**config.mk**
```make
export PLATFORM = sky130hd
export DESIGN_NAME = pong_ball_engine_flat
export DESIGN_NICKNAME = d
export VERILOG_FILES = /design/src/rtl/pong_pkg.sv /design/src/rtl/pong_ball_engine_if.sv /design/src/rtl/frame_tick_gen.sv /design/src/rtl/pong_ball_engine.sv /design/src/flat_wrapper.sv
export SDC_FILE = /design/constraint.sdc
export NUM_CORES = 1
export LEC_CHECK = 0
export BUFFER_PORTS_ARGS = -buffer_cell sky130_fd_sc_hd__buf_2
export CAP_MARGIN = 20
export CORE_MARGIN = 5
export CORE_UTILIZATION = 60
export DETAILED_ROUTE_END_ITERATION = 12
export PLACE_DENSITY = 0.89
export REMOVE_ABC_BUFFERS = 1
export SLEW_MARGIN = 20
export SYNTH_ARGS = -nofsm -noshare
export SYNTH_HDL_FRONTEND = slang
export SYNTH_SLANG_ARGS = --single-unit
```
**constraint.sdc**
```tcl
create_clock -name clk -period 5.1 [get_ports clk]
set_clock_uncertainty 0.05 [all_clocks]
set_input_delay 0.51 -clock clk [delete_from_list [all_inputs] [get_ports clk]]
set_output_delay 0.51 -clock clk [all_outputs]
set_load 0.01 [all_outputs]
```
**src/rtl/pong_pkg.sv**
```systemverilog
// Shared types and default geometry for the ball engine.
// Pure declarations, no logic.
// No flow control.
package pong_pkg;

  typedef enum logic [2:0] {
    ST_IDLE     = 3'd0,
    ST_SERVE    = 3'd1,
    ST_PLAY     = 3'd2,
    ST_POINT    = 3'd3,
    ST_GAMEOVER = 3'd4
  } state_e;

  localparam int DEF_SCREEN_W    = 640;
  localparam int DEF_SCREEN_H    = 480;
  localparam int DEF_BALL_SIZE   = 8;
  localparam int DEF_PADDLE_W    = 8;
  localparam int DEF_PADDLE_H    = 64;
  localparam int DEF_PADDLE_L_X  = 16;
  localparam int DEF_PADDLE_R_X  = 616;
  localparam int DEF_BALL_SPEED  = 2;
  localparam int DEF_WIN_SCORE   = 9;
  localparam int DEF_SERVE_DELAY = 60;

  // Top-left corner that places the ball in the middle of a span.
  function automatic logic [10:0] centre(input int span, input int ball);
    return 11'((span - ball) / 2);
  endfunction

  localparam logic [10:0] CENTRE_X = centre(DEF_SCREEN_W, DEF_BALL_SIZE);
  localparam logic [10:0] CENTRE_Y = centre(DEF_SCREEN_H, DEF_BALL_SIZE);

endpackage

```
**src/rtl/pong_ball_engine_if.sv**
```systemverilog
// Frame-tick input, paddle positions and renderer-facing ball/score outputs.
// No latency of its own.
// No flow control; outputs are level signals.
interface pong_ball_engine_if;
  logic        EOD;
  logic        start;
  logic [10:0] paddle_l_y;
  logic [10:0] paddle_r_y;
  logic [10:0] ball_x;
  logic [10:0] ball_y;
  logic [3:0]  score_l;
  logic [3:0]  score_r;
  logic        game_over;
  logic [2:0]  state;

  modport master (
    output EOD, start, paddle_l_y, paddle_r_y,
    input  ball_x, ball_y, score_l, score_r, game_over, state
  );

  modport slave (
    input  EOD, start, paddle_l_y, paddle_r_y,
    output ball_x, ball_y, score_l, score_r, game_over, state
  );
endinterface

```
**src/rtl/frame_tick_gen.sv**
```systemverilog
// Rising-edge detector on the end-of-display flag: one tick per frame.
// Tick is combinational in the cycle EOD first goes high.
// No flow control; a long EOD level still yields one tick.
module frame_tick_gen (
  input  logic clk,
  input  logic rst,
  input  logic eod,
  output logic tick
);

  logic eod_q;

  // Remember last cycle's EOD so only the 0->1 transition fires.
  always_ff @(posedge clk) begin
    if (rst) eod_q <= 1'b0;
    else     eod_q <= eod;
  end

  assign tick = eod & ~eod_q;

endmodule

```
**src/rtl/pong_ball_engine.sv**
```systemverilog
// Per-frame ball motion, collisions, scoring and serve/play/game-over control.
// All registers move on the frame tick; outputs show the result 1 clk later.
// No flow control; the tick is accepted unconditionally.
module pong_ball_engine
  import pong_pkg::*;
#(
  parameter int SCREEN_W    = DEF_SCREEN_W,
  parameter int SCREEN_H    = DEF_SCREEN_H,
  parameter int BALL_SIZE   = DEF_BALL_SIZE,
  parameter int PADDLE_W    = DEF_PADDLE_W,
  parameter int PADDLE_H    = DEF_PADDLE_H,
  parameter int PADDLE_L_X  = DEF_PADDLE_L_X,
  parameter int PADDLE_R_X  = DEF_PADDLE_R_X,
  parameter int BALL_SPEED  = DEF_BALL_SPEED,
  parameter int WIN_SCORE   = DEF_WIN_SCORE,
  parameter int SERVE_DELAY = DEF_SERVE_DELAY
) (
  input  logic               clk,
  input  logic               rst,
  pong_ball_engine_if.slave  bus
);

  localparam int CW = (SERVE_DELAY > 1) ? $clog2(SERVE_DELAY) : 1;

  // Geometry in 12-bit so sums past the screen edge never wrap.
  localparam logic [11:0] W     = 12'(SCREEN_W);
  localparam logic [11:0] H     = 12'(SCREEN_H);
  localparam logic [11:0] SZ    = 12'(BALL_SIZE);
  localparam logic [11:0] SPD   = 12'(BALL_SPEED);
  localparam logic [11:0] PH    = 12'(PADDLE_H);
  localparam logic [11:0] R_X   = 12'(PADDLE_R_X);
  localparam logic [11:0] L_FC  = 12'(PADDLE_L_X + PADDLE_W);
  localparam logic [11:0] CTR_X = {1'b0, centre(SCREEN_W, BALL_SIZE)};
  localparam logic [11:0] CTR_Y = {1'b0, centre(SCREEN_H, BALL_SIZE)};
  localparam logic [3:0]  WIN   = 4'(WIN_SCORE);
  localparam logic [CW-1:0] RELOAD = CW'(SERVE_DELAY - 1);

  logic tick;

  frame_tick_gen u_tick (
    .clk  (clk),
    .rst  (rst),
    .eod  (bus.EOD),
    .tick (tick)
  );

  state_e        st_q, st_n;
  logic [10:0]   bx_q, by_q;
  logic [11:0]   bx_n, by_n, bx, by, pl, pr;
  logic          dxr_q, dxr_n;   // 1 = moving right
  logic          dyd_q, dyd_n;   // 1 = moving down
  logic [3:0]    sl_q, sl_n, sr_q, sr_n;
  logic [CW-1:0] cnt_q, cnt_n;
  logic          ovl_l, ovl_r;

  assign bx = {1'b0, bx_q};
  assign by = {1'b0, by_q};
  assign pl = {1'b0, bus.paddle_l_y};
  assign pr = {1'b0, bus.paddle_r_y};

  assign ovl_l = (by + SZ > pl) && (by < pl + PH);
  assign ovl_r = (by + SZ > pr) && (by < pr + PH);

  // Next frame's state, ball and scores; only committed on a tick.
  always_comb begin
    st_n  = st_q;
    bx_n  = bx;
    by_n  = by;
    dxr_n = dxr_q;
    dyd_n = dyd_q;
    sl_n  = sl_q;
    sr_n  = sr_q;
    cnt_n = cnt_q;
    unique case (st_q)
      ST_IDLE: begin
        bx_n = CTR_X;
        by_n = CTR_Y;
        if (bus.start) begin
          st_n  = ST_SERVE;
          cnt_n = RELOAD;
        end
      end
      ST_SERVE: begin
        bx_n = CTR_X;
        by_n = CTR_Y;
        if (cnt_q == '0) st_n = ST_PLAY;
        else             cnt_n = cnt_q - 1'b1;
      end
      ST_PLAY: begin
        if (!dyd_q) begin
          if (by < SPD) begin
            by_n  = '0;
            dyd_n = 1'b1;
          end else begin
            by_n = by - SPD;
          end
        end else if (by + SZ + SPD > H) begin
          by_n  = H - SZ;
          dyd_n = 1'b0;
        end else begin
          by_n = by + SPD;
        end

        // A miss freezes the ball and sets the next serve direction:
        // a right-side miss serves leftward, a left-side miss rightward.
        if (dxr_q) begin
          if ((bx + SZ <= R_X) && (bx + SZ + SPD > R_X) && ovl_r) begin
            bx_n  = R_X - SZ;
            dxr_n = 1'b0;
          end else if (bx + SZ + SPD > W) begin
            bx_n  = bx;
            by_n  = by;
            dxr_n = 1'b0;
            sl_n  = (sl_q == WIN) ? WIN : sl_q + 1'b1;
            st_n  = ST_POINT;
          end else begin
            bx_n = bx + SPD;
          end
        end else begin
          if ((bx >= L_FC) && (bx < L_FC + SPD) && ovl_l) begin
            bx_n  = L_FC;
            dxr_n = 1'b1;
          end else if (bx < SPD) begin
            bx_n  = bx;
            by_n  = by;
            dxr_n = 1'b1;
            sr_n  = (sr_q == WIN) ? WIN : sr_q + 1'b1;
            st_n  = ST_POINT;
          end else begin
            bx_n = bx - SPD;
          end
        end
      end
      ST_POINT: begin
        bx_n  = CTR_X;
        by_n  = CTR_Y;
        dyd_n = 1'b1;
        if (sl_q == WIN || sr_q == WIN) begin
          st_n = ST_GAMEOVER;
        end else begin
          st_n  = ST_SERVE;
          cnt_n = RELOAD;
        end
      end
      ST_GAMEOVER: begin
        bx_n = CTR_X;
        by_n = CTR_Y;
        if (bus.start) begin
          st_n = ST_IDLE;
          sl_n = '0;
          sr_n = '0;
        end
      end
      default: st_n = ST_IDLE;
    endcase
  end

  // Game state register: reset wins, otherwise advance once per frame.
  always_ff @(posedge clk) begin
    if (rst) begin
      st_q  <= ST_IDLE;
      bx_q  <= CTR_X[10:0];
      by_q  <= CTR_Y[10:0];
      dxr_q <= 1'b1;
      dyd_q <= 1'b1;
      sl_q  <= '0;
      sr_q  <= '0;
      cnt_q <= '0;
    end else if (tick) begin
      st_q  <= st_n;
      bx_q  <= bx_n[10:0];
      by_q  <= by_n[10:0];
      dxr_q <= dxr_n;
      dyd_q <= dyd_n;
      sl_q  <= sl_n;
      sr_q  <= sr_n;
      cnt_q <= cnt_n;
    end
  end

  assign bus.ball_x    = bx_q;
  assign bus.ball_y    = by_q;
  assign bus.score_l   = sl_q;
  assign bus.score_r   = sr_q;
  assign bus.game_over = (st_q == ST_GAMEOVER);
  assign bus.state     = st_q;

endmodule

```
**src/flat_wrapper.sv**
```systemverilog
// flat-port wrapper written by rule: the top's interface ports become plain ports
module pong_ball_engine_flat import pong_pkg::*;
#(
  parameter int SCREEN_W    = DEF_SCREEN_W,
  parameter int SCREEN_H    = DEF_SCREEN_H,
  parameter int BALL_SIZE   = DEF_BALL_SIZE,
  parameter int PADDLE_W    = DEF_PADDLE_W,
  parameter int PADDLE_H    = DEF_PADDLE_H,
  parameter int PADDLE_L_X  = DEF_PADDLE_L_X,
  parameter int PADDLE_R_X  = DEF_PADDLE_R_X,
  parameter int BALL_SPEED  = DEF_BALL_SPEED,
  parameter int WIN_SCORE   = DEF_WIN_SCORE,
  parameter int SERVE_DELAY = DEF_SERVE_DELAY
)
  (clk, rst, bus_EOD, bus_start, bus_paddle_l_y, bus_paddle_r_y, bus_ball_x, bus_ball_y, bus_score_l, bus_score_r, bus_game_over, bus_state);
  pong_ball_engine_if bus_i ();
  input  logic clk;
  input  logic rst;
  input wire logic [$bits(bus_i.EOD)-1:0] bus_EOD;
  input wire logic [$bits(bus_i.start)-1:0] bus_start;
  input wire logic [$bits(bus_i.paddle_l_y)-1:0] bus_paddle_l_y;
  input wire logic [$bits(bus_i.paddle_r_y)-1:0] bus_paddle_r_y;
  output wire logic [$bits(bus_i.ball_x)-1:0] bus_ball_x;
  output wire logic [$bits(bus_i.ball_y)-1:0] bus_ball_y;
  output wire logic [$bits(bus_i.score_l)-1:0] bus_score_l;
  output wire logic [$bits(bus_i.score_r)-1:0] bus_score_r;
  output wire logic [$bits(bus_i.game_over)-1:0] bus_game_over;
  output wire logic [$bits(bus_i.state)-1:0] bus_state;
  assign bus_i.EOD = bus_EOD;
  assign bus_i.start = bus_start;
  assign bus_i.paddle_l_y = bus_paddle_l_y;
  assign bus_i.paddle_r_y = bus_paddle_r_y;
  assign bus_ball_x = bus_i.ball_x;
  assign bus_ball_y = bus_i.ball_y;
  assign bus_score_l = bus_i.score_l;
  assign bus_score_r = bus_i.score_r;
  assign bus_game_over = bus_i.game_over;
  assign bus_state = bus_i.state;
  pong_ball_engine #(.SCREEN_W(SCREEN_W), .SCREEN_H(SCREEN_H), .BALL_SIZE(BALL_SIZE), .PADDLE_W(PADDLE_W), .PADDLE_H(PADDLE_H), .PADDLE_L_X(PADDLE_L_X), .PADDLE_R_X(PADDLE_R_X), .BALL_SPEED(BALL_SPEED), .WIN_SCORE(WIN_SCORE), .SERVE_DELAY(SERVE_DELAY)) u_core (.clk(clk), .rst(rst), .bus(bus_i));
endmodule
```
==> flow_summary.rst <==
.. list-table::
   :header-rows: 1

   * - Metric
     - Value
   * - Maximum number of pins on one net before global-route repair
     - 33
   * - Post-CTS setup buffer count
     - 0
   * - Maximum fanout along the worst path
     - 13
   * - Number of global-route vias before repair
     - approximately 4800
   * - Normalized max-slew margin
     - 26.20%
   * - CTS tree
     - done
   * - Adder and majority cell fraction of the synthesized area
     - 14.35%
   * - Worst min path class
     - primary input to flop
   * - Share of synthesized cell area in and, or, nand and nor gates
     - 25.26%
   * - Cell Int Power
     - 0.5674 mW
   * - Boundary Pins
     - 60
   * - Final number of setup-violating endpoints
     - 0
   * - Most used flip-flop cell after synthesis
     - sky130_fd_sc_hd__dfxtp_1
   * - Fraction of power consumed by sequential logic
     - 42.9%
   * - Layout cell share with drive strength beyond 1
     - 12.05%
   * - Outcome
     - complete, no violations
   * - Gate Count Post-Synth
     - ~640
   * - Die X-Extent
     - ~99 um
   * - Final Hold Violating Endpoints
     - 0
   * - Number of nets in the final layout
     - 753
   * - CP max stage delay
     - approximately 600 ps
   * - Part of the total power dissipated in the clock network
     - around two fifths
   * - Peak ir drop on the vdd network
     - 0.0001208 V
   * - Die Footprint
     - 9878 sq um
   * - Average cell area after synthesis
     - ~7.5 sq um
   * - Crit-path cells
     - ha_1 -> nand3_1 -> o21ai_0 -> nand2_1 -> ha_1 -> nand3_1 -> nor4_1 -> o21ai_0 -> o311a_1 -> a2111oi_0 -> o21ai_1 -> or3_1 -> a221oi_1
   * - Class of the most critical setup path
     - flop to flop
   * - Count of flip-flops with a built-in enable after synthesis
     - 0
   * - Met1 track demand over resource
     - around 35%
   * - Clock latency at the later pin of the worst-skew pair
     - 300 ps
   * - Count of distinct cell types in the synthesized netlist
     - 78
   * - Peak clock frequency supported by timing
     - approximately 220 MHz
   * - GRT met2 Usage
     - between 40 and 50%
   * - Combinational family with the most area after synthesis
     - compound AO/OA/AOI/OAI gates
   * - Initial Util
     - 61.73%
   * - Antenna violation net count after detailed routing
     - 0
   * - Critical path launch point type
     - flop
   * - Worst path setup slack after routing
     - between 500 and 600 ps
   * - Static leakage power
     - 2.235 nW
   * - Relative contribution of combinational cells to total power
     - 16.6%
   * - Final Critical Period
     - 4519 ps
   * - Unrepaired setup endpoints after global routing
     - false
   * - Number of antenna violations at the first check in global routing
     - 0
   * - Post-synthesis compound-gate area fraction
     - roughly 28%
   * - Slew of the pin with the lowest slew margin
     - about 1100 ps
   * - Number of gates given a new drive strength after cts
     - 0
   * - Sink Count
     - 40
   * - Sequential element share of the synthesized area
     - roughly 17%
   * - Busiest layer in global routing
     - met2
   * - Cts bufs inserted
     - 5
   * - Total GRT Usage
     - 26.40%
   * - CP Buf/Inv Count
     - 0
   * - Total number of vias
     - 5046
   * - Avg Vias per Cell
     - about 6.5
   * - Dominant delay contributor by cell family on the critical path
     - compound AO/OA/AOI/OAI gates
   * - Global-route wire length before repair
     - 22130 um
   * - # diodes
     - 0
   * - Number of search-and-repair iterations in the first detailed-routing pass
     - 5
   * - Grt total ovfl
     - 0
   * - Mux contribution to synthesized area
     - 1.696%
   * - Worst-path clk slew
     - 80 ps
   * - Final TNS setup
     - 0 ps
   * - H-tree depth reported by CTS
     - 2
   * - Fin. max-slew vios
     - 0
   * - XOR/XNOR share of the synthesized area
     - 7.307%
   * - Syn. warnings
     - 0
   * - Maximum Capacitance Violations
     - 0
   * - Psw
     - 0.1996 mW
   * - Row cnt
     - 32
   * - Post-route clock period utilization
     - about nine tenths
   * - GP Congestion
     - ~0.96
   * - Height of the die
     - 99.39 um
   * - Category of the worst setup path capture point
     - flop
   * - Hold_buf cts
     - 0
   * - Number of input and output port buffers inserted
     - between 50 and 60
   * - Switching power share of the total
     - between 20% and 30%
   * - CTS Buffer Depth
     - 2
   * - Number of design-rule violations left by the first detailed-router iteration
     - 337
   * - Number of register bits inferred by synthesis
     - 40
   * - Cell with the largest stage delay on the worst path
     - sky130_fd_sc_hd__dfxtp_1
   * - Required time of the critical path
     - 5250 ps
   * - Met3 GRT Util
     - 3.436%
   * - Hold slack
     - 415.6 ps
   * - Core area
     - 7767 sq um
   * - Number of remaining DRC errors
     - 0
   * - Pwr per Cell Area
     - between 100 and 150 nW/um^2
   * - Average wire per cell in the routed design
     - 17.10 um
   * - Synth async-reset ratio
     - 0%
   * - Area growth syn-to-layout
     - 7.829%
   * - Root buffer cell
     - sky130_fd_sc_hd__clkbuf_8
   * - DP HPWL
     - around 10000 um
   * - Signal arrival time at the worst endpoint
     - 4670 ps
   * - Wirelength, routed
     - 13230 um
   * - Synthesized cell area
     - approximately 4800 sq um
   * - Post-placement worst setup slack
     - roughly 670 ps
[final timing paths]
check	start	to	slack (ps)	cells after the start
worst min-delay path	bus_EOD	u_core.u_tick.eod_q	420	2
worst min register to register	u_core.cnt_q[0]	u_core.cnt_q[0]	450	1
worst max register to register	u_core.bus.ball_y[3]	u_core.bus.score_r[3]	580	13
worst max-delay path	u_core.bus.ball_y[3]	u_core.bus.score_r[3]	580	13
[per-layer routing]
| layer | part of all wire [%] | wire length [um] | vias up |
|---|---|---|---|
| met3 | 9.5 | 1259 | 25 |
| li1 | - | - | 2414 |
| met5 | 0 | 0 | - |
| met4 | 2.0 | 269 | 0 |
| met1 | 42 | 5502 | 2341 |
| met2 | 47 | 6201 | 266 |
[cells in the final DEF, fill, tap and decap left out, drive strengths merged, types with 6 or more instances in the layout]
cell type	n
nor2	59
buf	58
ha	55
nand2	45
inv	43
dfxtp	40
o21ai	37
a21oi	36
xnor2	28
nand3	26
nor3	16
nand2b	14
xor2	12
a211oi	12
and3	12
o211ai	12
or3	11
nor2b	10
a31oi	9
a21o	7
nand4	7
mux2i	7
o21a	6
[state kept, by name, summed over array words and instances, names as in the netlist]
| register | cells |
|---|---|
| u_core.bus.ball_y | 10 |
| u_core.u_tick.eod_q | 1 |
| u_core.bus.ball_x | 10 |
| u_core.bus.score_r | 4 |
| u_core.dyd_q | 1 |
| u_core.cnt_q | 6 |
| u_core.bus.score_l | 4 |
| u_core.dxr_q | 1 |
| u_core.bus.state | 3 |
[worst reg2reg max path: stages (launching register included)]
cell and delay (ps):
sky130_fd_sc_hd__dfxtp_1 600, sky130_fd_sc_hd__ha_1 390, sky130_fd_sc_hd__nand3_1 200, sky130_fd_sc_hd__o21ai_0 340, sky130_fd_sc_hd__nand2_1 140, sky130_fd_sc_hd__ha_1 330
sky130_fd_sc_hd__nand3_1 120, sky130_fd_sc_hd__nor4_1 350, sky130_fd_sc_hd__o21ai_0 140, sky130_fd_sc_hd__o311a_1 170, sky130_fd_sc_hd__a2111oi_0 600, sky130_fd_sc_hd__o21ai_1 310
sky130_fd_sc_hd__or3_1 420, sky130_fd_sc_hd__a221oi_1 280
[cell type report]
| type | count | area [sq um] |
|---|---|---|
| tap | 102 | 127.6 |
| timing repair buffer | 58 | 292.8 |
| sequential | 40 | 800.8 |
| clock buffer | 5 | 68.82 |
| fill | 693 | 2597 |
| clock inverter | 2 | 60.06 |
| inverter | 43 | 161.4 |
| multi-input combinational | 524 | 3659 |
[cells by family (layout without fill, tap and decap cells)]
logic type | count (synthesis) | in the layout
AO/OA/AOI/OAI | 185 | 185
XOR/XNOR | 40 | 40
adder cells (fa/ha/maj) | 55 | 55
buffers and inverters | 78 | 108
flip-flops | 40 | 40
multiplexers | 8 | 8
other | 1 | 2
AND/OR/NAND/NOR | 234 | 234
[power groups by stage]
| stage | registers [mW] | clock network [mW] | logic (mW) |
|---|---|---|---|
| global placement | 0.336 | 0 | 0.118 |
| CTS | 0.329 | 0.311 | 0.126 |
| finish | 0.329 | 0.311 | 0.127 |
| floorplan | 0.335 | 0 | 0.0847 |
| global route | 0.331 | 0.328 | 0.144 |
| detailed placement | 0.336 | 0 | 0.124 |
[cells in the mapped netlist (all sizes together) (4+ instances only)]
cell type | instances | share of area, %
clkbuf | 15 | 1.2
inv | 43 | 3.4
nor2b | 10 | 1.3
or3 | 11 | 1.5
o21ai | 37 | 3.9
dfxtp | 40 | 17
a31oi | 9 | 1.2
and3 | 12 | 1.7
a21oi | 36 | 3.8
nor4 | 5 | 0.65
nand4 | 7 | 0.91
a211oi | 12 | 1.9
a221o | 5 | 1.0
and3b | 5 | 0.91
nand3b | 5 | 0.78
o21a | 6 | 0.94
nand2 | 45 | 3.5
nand3 | 26 | 2.7
xor2 | 12 | 2.2
nor3 | 16 | 1.7
o211ai | 12 | 2.0
xnor2 | 28 | 5.1
mux2i | 7 | 1.5
buf | 20 | 2.5
nand2b | 14 | 1.8
a21boi | 4 | 0.63
nor2 | 59 | 4.6
ha | 55 | 14
a21o | 7 | 1.1
o31a | 4 | 0.91
nor3b | 4 | 0.63
[through the flow]
stage	instance area, sq um	utilization (%)	cells	power (mW)
floorplan	4621	-	607	0.4193
global placement	5041	64.90	767	0.4540
detailed placement	5041	64.90	767	0.4605
CTS	5170	66.56	774	0.7661
global route	5170	66.56	774	0.8026
finish	5170	66.56	774	0.7670
No activity file was read; power rests on OpenSTA's default activity.
